==> config.mk <==
export PLATFORM = sky130hd
export DESIGN_NAME = uart_tx
export DESIGN_NICKNAME = d
export VERILOG_FILES = /design/src/rtl/uart_tx.sv
export SDC_FILE = /design/constraint.sdc
export NUM_CORES = 1
export LEC_CHECK = 0
export ABC_CLOCK_PERIOD_IN_PS = 2150
export CAP_MARGIN = 20
export CORE_UTILIZATION = 35
export CTS_CLUSTER_DIAMETER = 200
export CTS_CLUSTER_SIZE = 40
export DETAILED_ROUTE_END_ITERATION = 10
export GPL_TIMING_DRIVEN = 0
export PLACE_DENSITY_LB_ADDON = 0.15
export SLEW_MARGIN = 20
export SYNTH_ARGS = -nofsm -noshare
export SYNTH_HDL_FRONTEND = slang
export SYNTH_SLANG_ARGS = --single-unit
==> constraint.sdc <==
create_clock -name clk -period 2.15 [get_ports clk]
set_input_delay 0.215 -clock clk [delete_from_list [all_inputs] [get_ports clk]]
set_output_delay 0.215 -clock clk [all_outputs]
set_load 0.02 [all_outputs]
==> src/rtl/uart_tx.sv <==
// uart_tx: accepts one byte per stream handshake and sends it as an asynchronous
// serial frame: start bit, 8 data bits LSB first, optional parity, 1 or 2 stop bits.
module uart_tx #(
    parameter int CLK_FREQ  = 100_000_000,
    parameter int BAUD      = 115_200,
    parameter int PARITY    = 0,
    parameter int STOP_BITS = 1
) (
    input  logic       clk,
    input  logic       rst,
    input  logic [7:0] axis_i_data,
    input  logic       axis_i_vld,
    output logic       axis_i_rdy,
    output logic       tx,
    output logic       busy
);
    localparam int unsigned CLKS_PER_BIT = CLK_FREQ / BAUD;
    localparam int unsigned CW = (CLKS_PER_BIT > 2) ? $clog2(CLKS_PER_BIT) : 1;
    localparam logic [CW-1:0] CNT_LAST  = CW'(CLKS_PER_BIT - 1);
    localparam logic [2:0]    STOP_LAST = 3'(STOP_BITS - 1);

    if (CLKS_PER_BIT < 2) begin : g_bad_baud
        $error("uart_tx: CLK_FREQ / BAUD must be at least 2");
    end
    if (STOP_BITS != 1 && STOP_BITS != 2) begin : g_bad_stop
        $error("uart_tx: STOP_BITS must be 1 or 2");
    end
    if (PARITY < 0 || PARITY > 2) begin : g_bad_parity
        $error("uart_tx: PARITY must be 0, 1 or 2");
    end

    typedef enum logic [2:0] {
        ST_IDLE,
        ST_START,
        ST_DATA,
        ST_PARITY,
        ST_STOP
    } state_t;

    state_t        state, state_d;
    logic [CW-1:0] cnt, cnt_d;
    logic [2:0]    idx, idx_d;
    logic [7:0]    shift, shift_d;
    logic [7:0]    data_q, data_d;
    logic          tx_d;
    logic          bit_end;
    logic          last_stop;
    logic          hs;
    logic          par_bit;

    assign bit_end    = (cnt == CNT_LAST);
    assign last_stop  = (state == ST_STOP) && (idx == STOP_LAST) && bit_end;
    assign axis_i_rdy = rst && ((state == ST_IDLE) || last_stop);
    assign hs         = axis_i_vld && axis_i_rdy;
    assign par_bit    = (PARITY == 2) ? ~^data_q : ^data_q;

    always_comb begin
        state_d = state;
        cnt_d   = bit_end ? '0 : cnt + 1'b1;
        idx_d   = idx;
        shift_d = shift;
        data_d  = data_q;
        case (state)
            ST_IDLE: begin
                cnt_d = '0;
                if (hs) begin
                    state_d = ST_START;
                    shift_d = axis_i_data;
                    data_d  = axis_i_data;
                end
            end
            ST_START: begin
                if (bit_end) begin
                    state_d = ST_DATA;
                    idx_d   = '0;
                end
            end
            ST_DATA: begin
                if (bit_end) begin
                    shift_d = {1'b0, shift[7:1]};
                    if (idx == 3'd7) begin
                        idx_d   = '0;
                        state_d = (PARITY != 0) ? ST_PARITY : ST_STOP;
                    end else begin
                        idx_d = idx + 3'd1;
                    end
                end
            end
            ST_PARITY: begin
                if (bit_end) begin
                    state_d = ST_STOP;
                    idx_d   = '0;
                end
            end
            ST_STOP: begin
                if (bit_end) begin
                    if (idx == STOP_LAST) begin
                        idx_d = '0;
                        // a handshake on the final stop cycle chains straight into the next start bit
                        if (hs) begin
                            state_d = ST_START;
                            shift_d = axis_i_data;
                            data_d  = axis_i_data;
                        end else begin
                            state_d = ST_IDLE;
                        end
                    end else begin
                        idx_d = idx + 3'd1;
                    end
                end
            end
            default: state_d = ST_IDLE;
        endcase

        // tx is registered from the next-state view so the line changes with the state
        case (state_d)
            ST_START:  tx_d = 1'b0;
            ST_DATA:   tx_d = shift_d[0];
            ST_PARITY: tx_d = par_bit;
            default:   tx_d = 1'b1;
        endcase
    end

    always_ff @(posedge clk) begin
        if (!rst) begin
            state  <= ST_IDLE;
            cnt    <= '0;
            idx    <= '0;
            shift  <= '0;
            data_q <= '0;
            tx     <= 1'b1;
            busy   <= 1'b0;
        end else begin
            state  <= state_d;
            cnt    <= cnt_d;
            idx    <= idx_d;
            shift  <= shift_d;
            data_q <= data_d;
            tx     <= tx_d;
            busy   <= (state_d != ST_IDLE);
        end
    end
endmodule

# After elaboration in Yosys (flattened, before gate mapping)
# Cells that the tools add are included.
# classes
n_addsub	2
eq_ne	13
muxes	25
n_bitwise	1
reduce_logical	17
# ops
cell	count
8-bit 2-to-1 mux	7
3-bit 2-to-1 mux	12
8-bit one-hot mux with 3 select lines	1
8-bit one-hot mux with 2 select lines	1
3-bit one-hot mux with 5 select lines	1
3-bit by 2-bit == test with 1-bit output, second input constant	4
10-bit by 1-bit adder with 10-bit output, second input constant	1
10-bit == test, second input constant	1
3-bit one-hot mux with 3 select lines	1
3-bit nonzero test	3
4-bit AND reduction	2
8-bit parity	1
3-bit by 1-bit == test with 1-bit output, second input constant	2
3-bit == test, second input constant	2
3-bit logical NOT	2
1-bit logical AND	4
2-bit by 1-bit inequality test with 1-bit output, second input constant	2
2-bit inequality test, second input constant	2
3-bit by 1-bit adder with 3-bit output, second input constant	1
1-bit one-hot mux with 3 select lines	1
3-bit AND reduction	1
3-bit OR reduction	1
2-bit nonzero test	1
2-bit OR reduction	1
other kinds (3)	3
# totals
register_bits	34
inputBits	11
elab_cells	66

# Logic depth before layout (Yosys ltp)
# Gate-level depths: netlist of the first run.
# logic_depth
ltp_word	12
mapped_depth	8
depth_no_buf	7

# Least setup slack after synthesis of the first run
# No wires, ideal clock.
# synth_timing
kind	reg2reg
startpoint	reg cnt[0]
endpoint	reg tx
setup_time_ps	62
arrival_ps	2031
path_slack_ps	58
stages_incl_launch_ff	8
path_buffers	1
period_less_slack_ps	2092
cell_sequence	dfxtp_1 ha_1 nand4b_2 or3_1 clkbuf_2 o32a_1 or3_1 nand3_1
# synth_via
elab_chain_len	11
elab_cells_between_ends	22
classes_between	eq/ne: 4; mux: 14; reduce/logical: 4
# synth_lines
element	line	text
start: declaration	41	logic [CW-1:0] cnt, cnt_d;
start signal: assignment	135	cnt <= cnt_d;
10-bit == test *	51	assign bit_end = (cnt == CNT_LAST);
1-bit logical AND	52	assign last_stop = (state == ST_STOP) && (idx == STOP_LAST) && bit_end;
1-bit logical OR	53	assign axis_i_rdy = rst && ((state == ST_IDLE) || last_stop);
1-bit logical AND	53	
1-bit logical AND	54	assign hs = axis_i_vld && axis_i_rdy;
1-bit 2-to-1 mux	100	if (hs) begin
3-bit 2-to-1 mux	97	if (idx == STOP_LAST) begin
3-bit 2-to-1 mux	96	if (bit_end) begin
3-bit one-hot mux with 5 select lines	63	case (state)
3-bit by 2-bit == test with 1-bit output or 3-bit by 1-bit == test with 1-bit output (tied branches)	116	case (state_d)
1-bit one-hot mux with 3 select lines *	116	
end signal: assignment	139	tx <= tx_d;
end: declaration	14	output logic tx,
# Every way passes the cells marked *; elsewhere a longest branch is shown, timed or not. The select of a mux whose other input is x is not followed.
# A chain may end at the register's enable or synchronous reset.

# Worst setup path in the final report of the first run
# Same ends and word-level chain as after synthesis.

==> impl_metrics.csv, run 1 <==
group,metric,value,unit
run_status,status,"finished clean",
clocking,hold_buffers,0,
layout,diodes,0,
timing,setup_ws,0.0957,ns
clocking,cts_buffer_depth,2,
worst_setup_path,critPathLaunchType,"flop",
timing,post-route-min-period,2.05,ns
yosys,synth-seq-cells,34,
yosys,synth_top_area_share,0.430,
timing,grt_setup_unrepaired,"yes",
yosys,avgSynthCellArea,8.33,um^2
layout,drive_above_1_share,0.128,
placed_design,dp_cells,255,
min_path,min_path_type,"flop to flop",
layout,seqCellArea,684,um^2
floorplan,die_w,69.2,um
detailed_routing,drcViolationCount,0,
layout,multiInputGateArea,882,um^2
detailed_routing,via_per_inst,5.16,
timing,finalHoldViolCount,0,
placed_design,pre_cts_slack,-0.591,ns
clocking,cts_root_buffer,"clkbuf_8",
yosys,netlist_top_cells_area,"dfxtp_1 43%, xnor2_1 7.2%, nand2_1 7.1%, nor2_1 4.5%, a21oi_1 3.5%",
clocking,numClockSinks,34,
floorplan,pin_count,14,
global_routing,grt_pass1_wl,6.12,mm
global_routing,grt.total_usage,0.161,
yosys,synth_cells,190,
pwr,p_leak,0.720,nW
worst_setup_path,crit_arrival,2.29,ns
layout,synthToLayoutAreaGrowth,25.8,%
detailed_routing,vias,1394,
detailed_routing,drtPass1Iterations,4,
timing,worstMarginPinSlew,0.548,ns
layout,finalNetCount,232,
timing,fin_skew,0.0128,ns
floorplan,coreArea,4350,um^2
layout,instances_no_fill,270,
worst_setup_path,r2r_slack,0.1,ns
yosys,syn_nets,205,
job,cap_violations,0,
yosys,syn-cell-area,1580,um^2
pwr,peakVddDrop,0.423,mV
yosys,synthFlopType,"dfxtp_1",
timing,min_period_over_period,0.955,
detailed_routing,wire_per_inst,13.4,um
global_routing,antenna_found_initial,0,
worst_setup_path,worst-path-max-fanout,6,
pwr,powerDensity,691,nW/um^2
yosys,synth_edf_count,0,
timing,setup_viol,0,
yosys,synth_commonest_cells,"34 x dfxtp_1, 30 x nand2_1, 19 x nor2_1, 13 x xnor2_1, 11 x a21oi_1",
global_routing,grt_overflow,0,
clocking,clk_latency,0.29,ns
detailed_routing,ant_nets,0,
floorplan,die-area,4790,um^2
clocking,cts_max_level,2,
worst_setup_path,path_class,"flop to flop",
detailed_routing,drtIter0Drc,121,
placed_design,place.gp.congestion,0.880,
floorplan,start_util,0.364,
clocking,cts_buffers,5,
clocking,cts_tree,"yes",
placed_design,io_buffers,13,
yosys,synth_area_leader_cell,"dfxtp_1",
yosys,synthArstFlopShare,0,
timing,max_freq,0.487,GHz
clocking,clk_pin_slew,0.08,ns
yosys,synth_cell_types,38,
yosys,yosys_warnings,0,
yosys,yosysMostFrequentCell,"dfxtp_1",
timing,slew_violations,0,
worst_setup_path,crit_required,2.39,ns
global_routing,grt_max_degree,12,
detailed_routing,routed_wl,3.61,mm
layout,n_fill_cell,410,
worst_setup_path,cp-end-kind,"flop",
placed_design,hpwlAfterDp,2.42,mm
yosys,synth_seq_area_share,0.430,
timing,whs,0.465,ns
global_routing,grt_pass1_vias,1277,
floorplan,die_h,69.2,um
timing,slew_headroom,0.635,
floorplan,num_rows,24,
==> flip-flops by register name, summed over array words and instances (netlist names) <==
name    cells
data_q      8
idx         3
tx          1
busy        1
shift       8
cnt        10
state       3
==> cell type report <==
| cell class | count | share of cell area |
|---|---|---|
| clock inverters | 3 | 0.0201 |
| repair buffers | 20 | 0.0911 |
| plain buffers | 10 | 0.0220 |
| well taps | 52 | 0.0327 |
| clock buffers | 5 | 0.0345 |
| multi-input cells | 139 | 0.443 |
| inverters | 7 | 0.0132 |
| flip-flops and latches | 34 | 0.344 |
==> metal layers <==
metal,wire [um],GRT usage
met1,1700,0.213
met2,1660,0.249
met3,192,0.0451
met4,47,0.0590
met5,0,0
==> final timing paths <==
check / start / endpoint / cells past startpoint
hold reg to reg: shift[4] / shift[3] / 2
setup reg to reg: cnt[0] / tx / 7
setup / recovery: cnt[0] / tx / 7
hold / removal: shift[4] / shift[3] / 2
==> critical path, cell delays in order (launching register included) <==
cell and delay [ns]:
dfxtp_2 0.38, ha_4 0.18, nand4b_4 0.14, or3_1 0.36, clkbuf_2 0.17, o32a_1 0.34, or3_1 0.38, nand3_1 0.06
==> through the flow <==
step / area (um^2) / util / total power [W] / TNS [ns]
6_report: 1990 / 0.457 / 0.00138 / 0
5_1_grt: 1990 / 0.457 / 0.00145 / -0.0722
4_1_cts: 1940 / 0.447 / 0.00139 / 0
3_5_place_dp: 1780 / 0.408 / 0.000813 / -5.98
3_3_place_gp: 1780 / 0.408 / 0.000811 / -4.95
2_1_floorplan: 1580 / - / 0.000761 / 0
==> cell usage in the layout, fill, tap and decap left out, types with 2 or more instances in the layout <==
cell type        count
a2bb2oi_1            2
clkbuf_1             7
inv_1                7
clkbuf_2             2
nand2_1             30
nor3_1               6
nor2b_1              2
xnor2_1             13
o21ai_0              7
dfxtp_1             31
nand3_1              7
clkinv_2             2
xor2_1               2
buf_4                6
clkbuf_8             5
a31oi_1              7
dfxtp_2              3
nor2_1              19
or3_1                3
clkdlybuf4s50_1     12
a21oi_1             11
and3_1               4
nand2b_1             3
ha_1                 3
==> power breakdown <==
group	internal [W]	switching, W	total, W
combinational	0.0000606	0.0000715	0.000132
clock	0.000341	0.000236	0.000577
sequential	0.000652	0.0000157	0.000668
total	0.00105	0.000323	0.00138
==> what timing repair did <==
item,CTS,global route
pin swaps,1,2
setup buffers,2,5
endpoints found under the setup margin,19,8
endpoints found under the hold margin,0,0
gates resized for setup,8,6
==> cells by family (layout without fill, tap and decap cells) <==
family                     count (synthesis)  after routing  synth area share
AOI/OAI and AO/OA                         38             38             0.160
xor gates and xnor gates                  15             15            0.0830
adders and majority gates                  4              4            0.0316
buffers and inverters                     17             45            0.0427
DFF                                       34             34             0.430
muxes                                      1              1           0.00632
and+or+nand+nor                           81             81             0.247
Note: power is estimated with default switching activity, not from simulation.
==> run 2, diff against run 1 <==
--- a/config.mk
+++ b/config.mk
@@ -17,3 +17,4 @@
 export SYNTH_ARGS = -nofsm -noshare
 export SYNTH_HDL_FRONTEND = slang
 export SYNTH_SLANG_ARGS = --single-unit
+export TNS_END_PERCENT = 50
==> run 2 against run 1 <==
  * Routed wire length is 2.9% higher
  * Die area stayed put
  * Sequential power hardly changed
  * First-iteration DRC count is 3.3% higher
==> impl_metrics.csv, run 2 (synthesized netlist as in run 1, its figures left out) <==
group,metric,value,unit
layout,finalNetCount,235,
layout,synthToLayoutAreaGrowth,27.1,%
timing,tns,0,ns
worst_setup_path,path_common_cell,"or3_1",
pwr,peakVddDrop,0.424,mV
detailed_routing,drtIter0Drc,125,
floorplan,die_w,69.2,um
global_routing,grt_max_degree,12,
layout,largest_reg_flops,10,
worst_setup_path,path_class,"flop to flop",
timing,slew_violations,0,
layout,multiInputGateArea,882,um^2
worst_setup_path,crit_arrival,2.30,ns
global_routing,grt.total_usage,0.159,
pwr,combPwrFrac,0.097,
detailed_routing,drcViolationCount,0,
placed_design,hpwlAfterDp,2.42,mm
layout,seqCellArea,686,um^2
layout,regMostFlops,"cnt",
worst_setup_path,worst-path-max-fanout,6,
global_routing,grt_pass1_wl,6.07,mm
pwr,powerDensity,683,nW/um^2
clocking,cts_buffers,5,
clocking,cts_buffer_depth,2,
placed_design,dp_cells,255,
placed_design,place_area,1780,um^2
job,cap_violations,0,
worst_setup_path,crit_chain,"nand4bb_1 > clkbuf_4 > or3_1 > buf_2 > o32a_1 > or3_1 > nand3_1",
placed_design,place.gp.congestion,0.880,
detailed_routing,routed_wl,3.71,mm
clocking,clk_latency,0.28,ns
clocking,cts_tree,"yes",
pwr,switchingPower,0.000321,W
timing,min_period_over_period,0.964,
pwr,power_frac_clock,0.417,
floorplan,pin_count,14,
layout,diodes,0,
floorplan,start_util,0.364,
clocking,cts_root_buffer,"clkbuf_8",
min_path,min_path_type,"flop to flop",
detailed_routing,drtPass1Iterations,4,
layout,instances_no_fill,273,
layout,top_regs,"cnt (10), data_q (8), shift (8)",
timing,setup_viol,0,
timing,fin_skew,0.00977,ns
run_status,status,"finished clean",
worst_setup_path,slowest_delay,0.38,ns
placed_design,io_buffers,13,
timing,max_freq,0.483,GHz
timing,finalHoldViolCount,0,
worst_setup_path,cp-end-kind,"flop",
global_routing,grt_pass1_vias,1280,
pwr,power_frac_seq,0.486,
layout,postLayoutCoreUtil,0.462,
layout,n_fill_cell,407,
worst_setup_path,crit_required,2.38,ns
clocking,numClockSinks,34,
floorplan,coreArea,4350,um^2
timing,worstMarginPinSlew,0.551,ns
pwr,switching_share,0.233,
detailed_routing,ant_nets,0,
worst_setup_path,cpMaxStageDelayCell,"o32a_1",
floorplan,die-area,4790,um^2
global_routing,antenna_found_initial,0,
floorplan,die_h,69.2,um
layout,final_area,2010,um^2
floorplan,num_rows,24,
pwr,p_int,0.00105,W
clocking,clk_pin_slew,0.08,ns
pwr,finalPower,0.00137,W
clocking,cts_max_level,2,
worst_setup_path,critPathLaunchType,"flop",
timing,slew_headroom,0.633,
detailed_routing,wire_per_inst,13.6,um
detailed_routing,via_per_inst,5.13,
layout,final_cell_mix,"30 x nand2_1, 30 x dfxtp_1, 19 x nor2_1",
clocking,hold_buffers,0,
global_routing,grt_overflow,0,
timing,post-route-min-period,2.07,ns
layout,drive_above_1_share,0.145,
detailed_routing,vias,1400,
pwr,p_leak,0.730,nW
[run 2: changes by cell type in the layout (fill, tap and decap cells not counted)]
cell | before | now
buf_4 | 6 | 10
buf_2 | 1 | 2
buf_6 | 1 | 0
clkbuf_2 | 2 | 1
dfxtp_1 | 31 | 30
dfxtp_2 | 3 | 4
[run 2: critical path: cells and delay by family, from the launching register on]
family                 cells  cell delay, ns
and+or+nand+nor            4            0.93
AOI/OAI and AO/OA          1            0.38
buffers and inverters      2            0.36
DFF                        1            0.35
[run 2: worst paths after layout]
check / startpoint / endpoint / slack, ns / cells past startpoint
max: cnt[2] / tx / 0.08 / 7
min reg2reg: cnt[0] / cnt[0] / 0.47 / 1
min: cnt[0] / cnt[0] / 0.47 / 1
max reg2reg: cnt[2] / tx / 0.08 / 7
[run 2: cell type report]
cell class / count / area share
Inverter: 7 / 0.0131
Multi-Input combinational cell: 139 / 0.438
Buffer: 10 / 0.0218
Sequential cell: 34 / 0.341
Clock buffer: 5 / 0.0342
Tap cell: 52 / 0.0323
Clock inverter: 3 / 0.0199
Timing Repair Buffer: 23 / 0.0995
[run 2: power groups by stage]
stage	Sequential [W]	Combinational, W	Clock, W
after CTS	0.000668	0.000132	0.000589
after global routing	0.000671	0.000145	0.000630
final	0.000668	0.000133	0.000574
after global placement	0.000680	0.000130	0
after detailed placement	0.000681	0.000132	0
after floorplan	0.000682	0.0000787	0
[run 2: per-stage QoR]
step / hold WS, ns / setup slack, ns
after floorplan: 0.331 / 0.0576
after global placement: 0.445 / -0.544
after detailed placement: 0.454 / -0.591
after CTS: 0.465 / 0.0299
after global routing: 0.484 / -0.00996
final: 0.468 / 0.0780
[run 2: layer usage]
layer	track usage	routed length, um	vias to the layer above
met5	0	0	-
met3	0.0465	174	2
met1	0.208	1750	649
li1	-	-	712
met4	0.0567	17	0
met2	0.247	1760	37
[run 2: what timing repair did]
| action | 4_1_cts | 5_1_grt |
|---|---|---|
| pin swaps | 2 | 2 |
| gates resized for setup | 8 | 7 |
| setup endpoints to repair | 19 | 7 |
| setup buffers | 1 | 9 |
==> run 3, diff against run 2 <==
--- a/config.mk
+++ b/config.mk
@@ -8,7 +8,6 @@
 export ABC_CLOCK_PERIOD_IN_PS = 2150
 export CAP_MARGIN = 20
 export CORE_UTILIZATION = 35
-export CTS_CLUSTER_DIAMETER = 200
 export CTS_CLUSTER_SIZE = 40
 export DETAILED_ROUTE_END_ITERATION = 10
 export GPL_TIMING_DRIVEN = 0
==> results of run 3 <==
No change in the layout: final DEF, timing and power equal those of run 2.
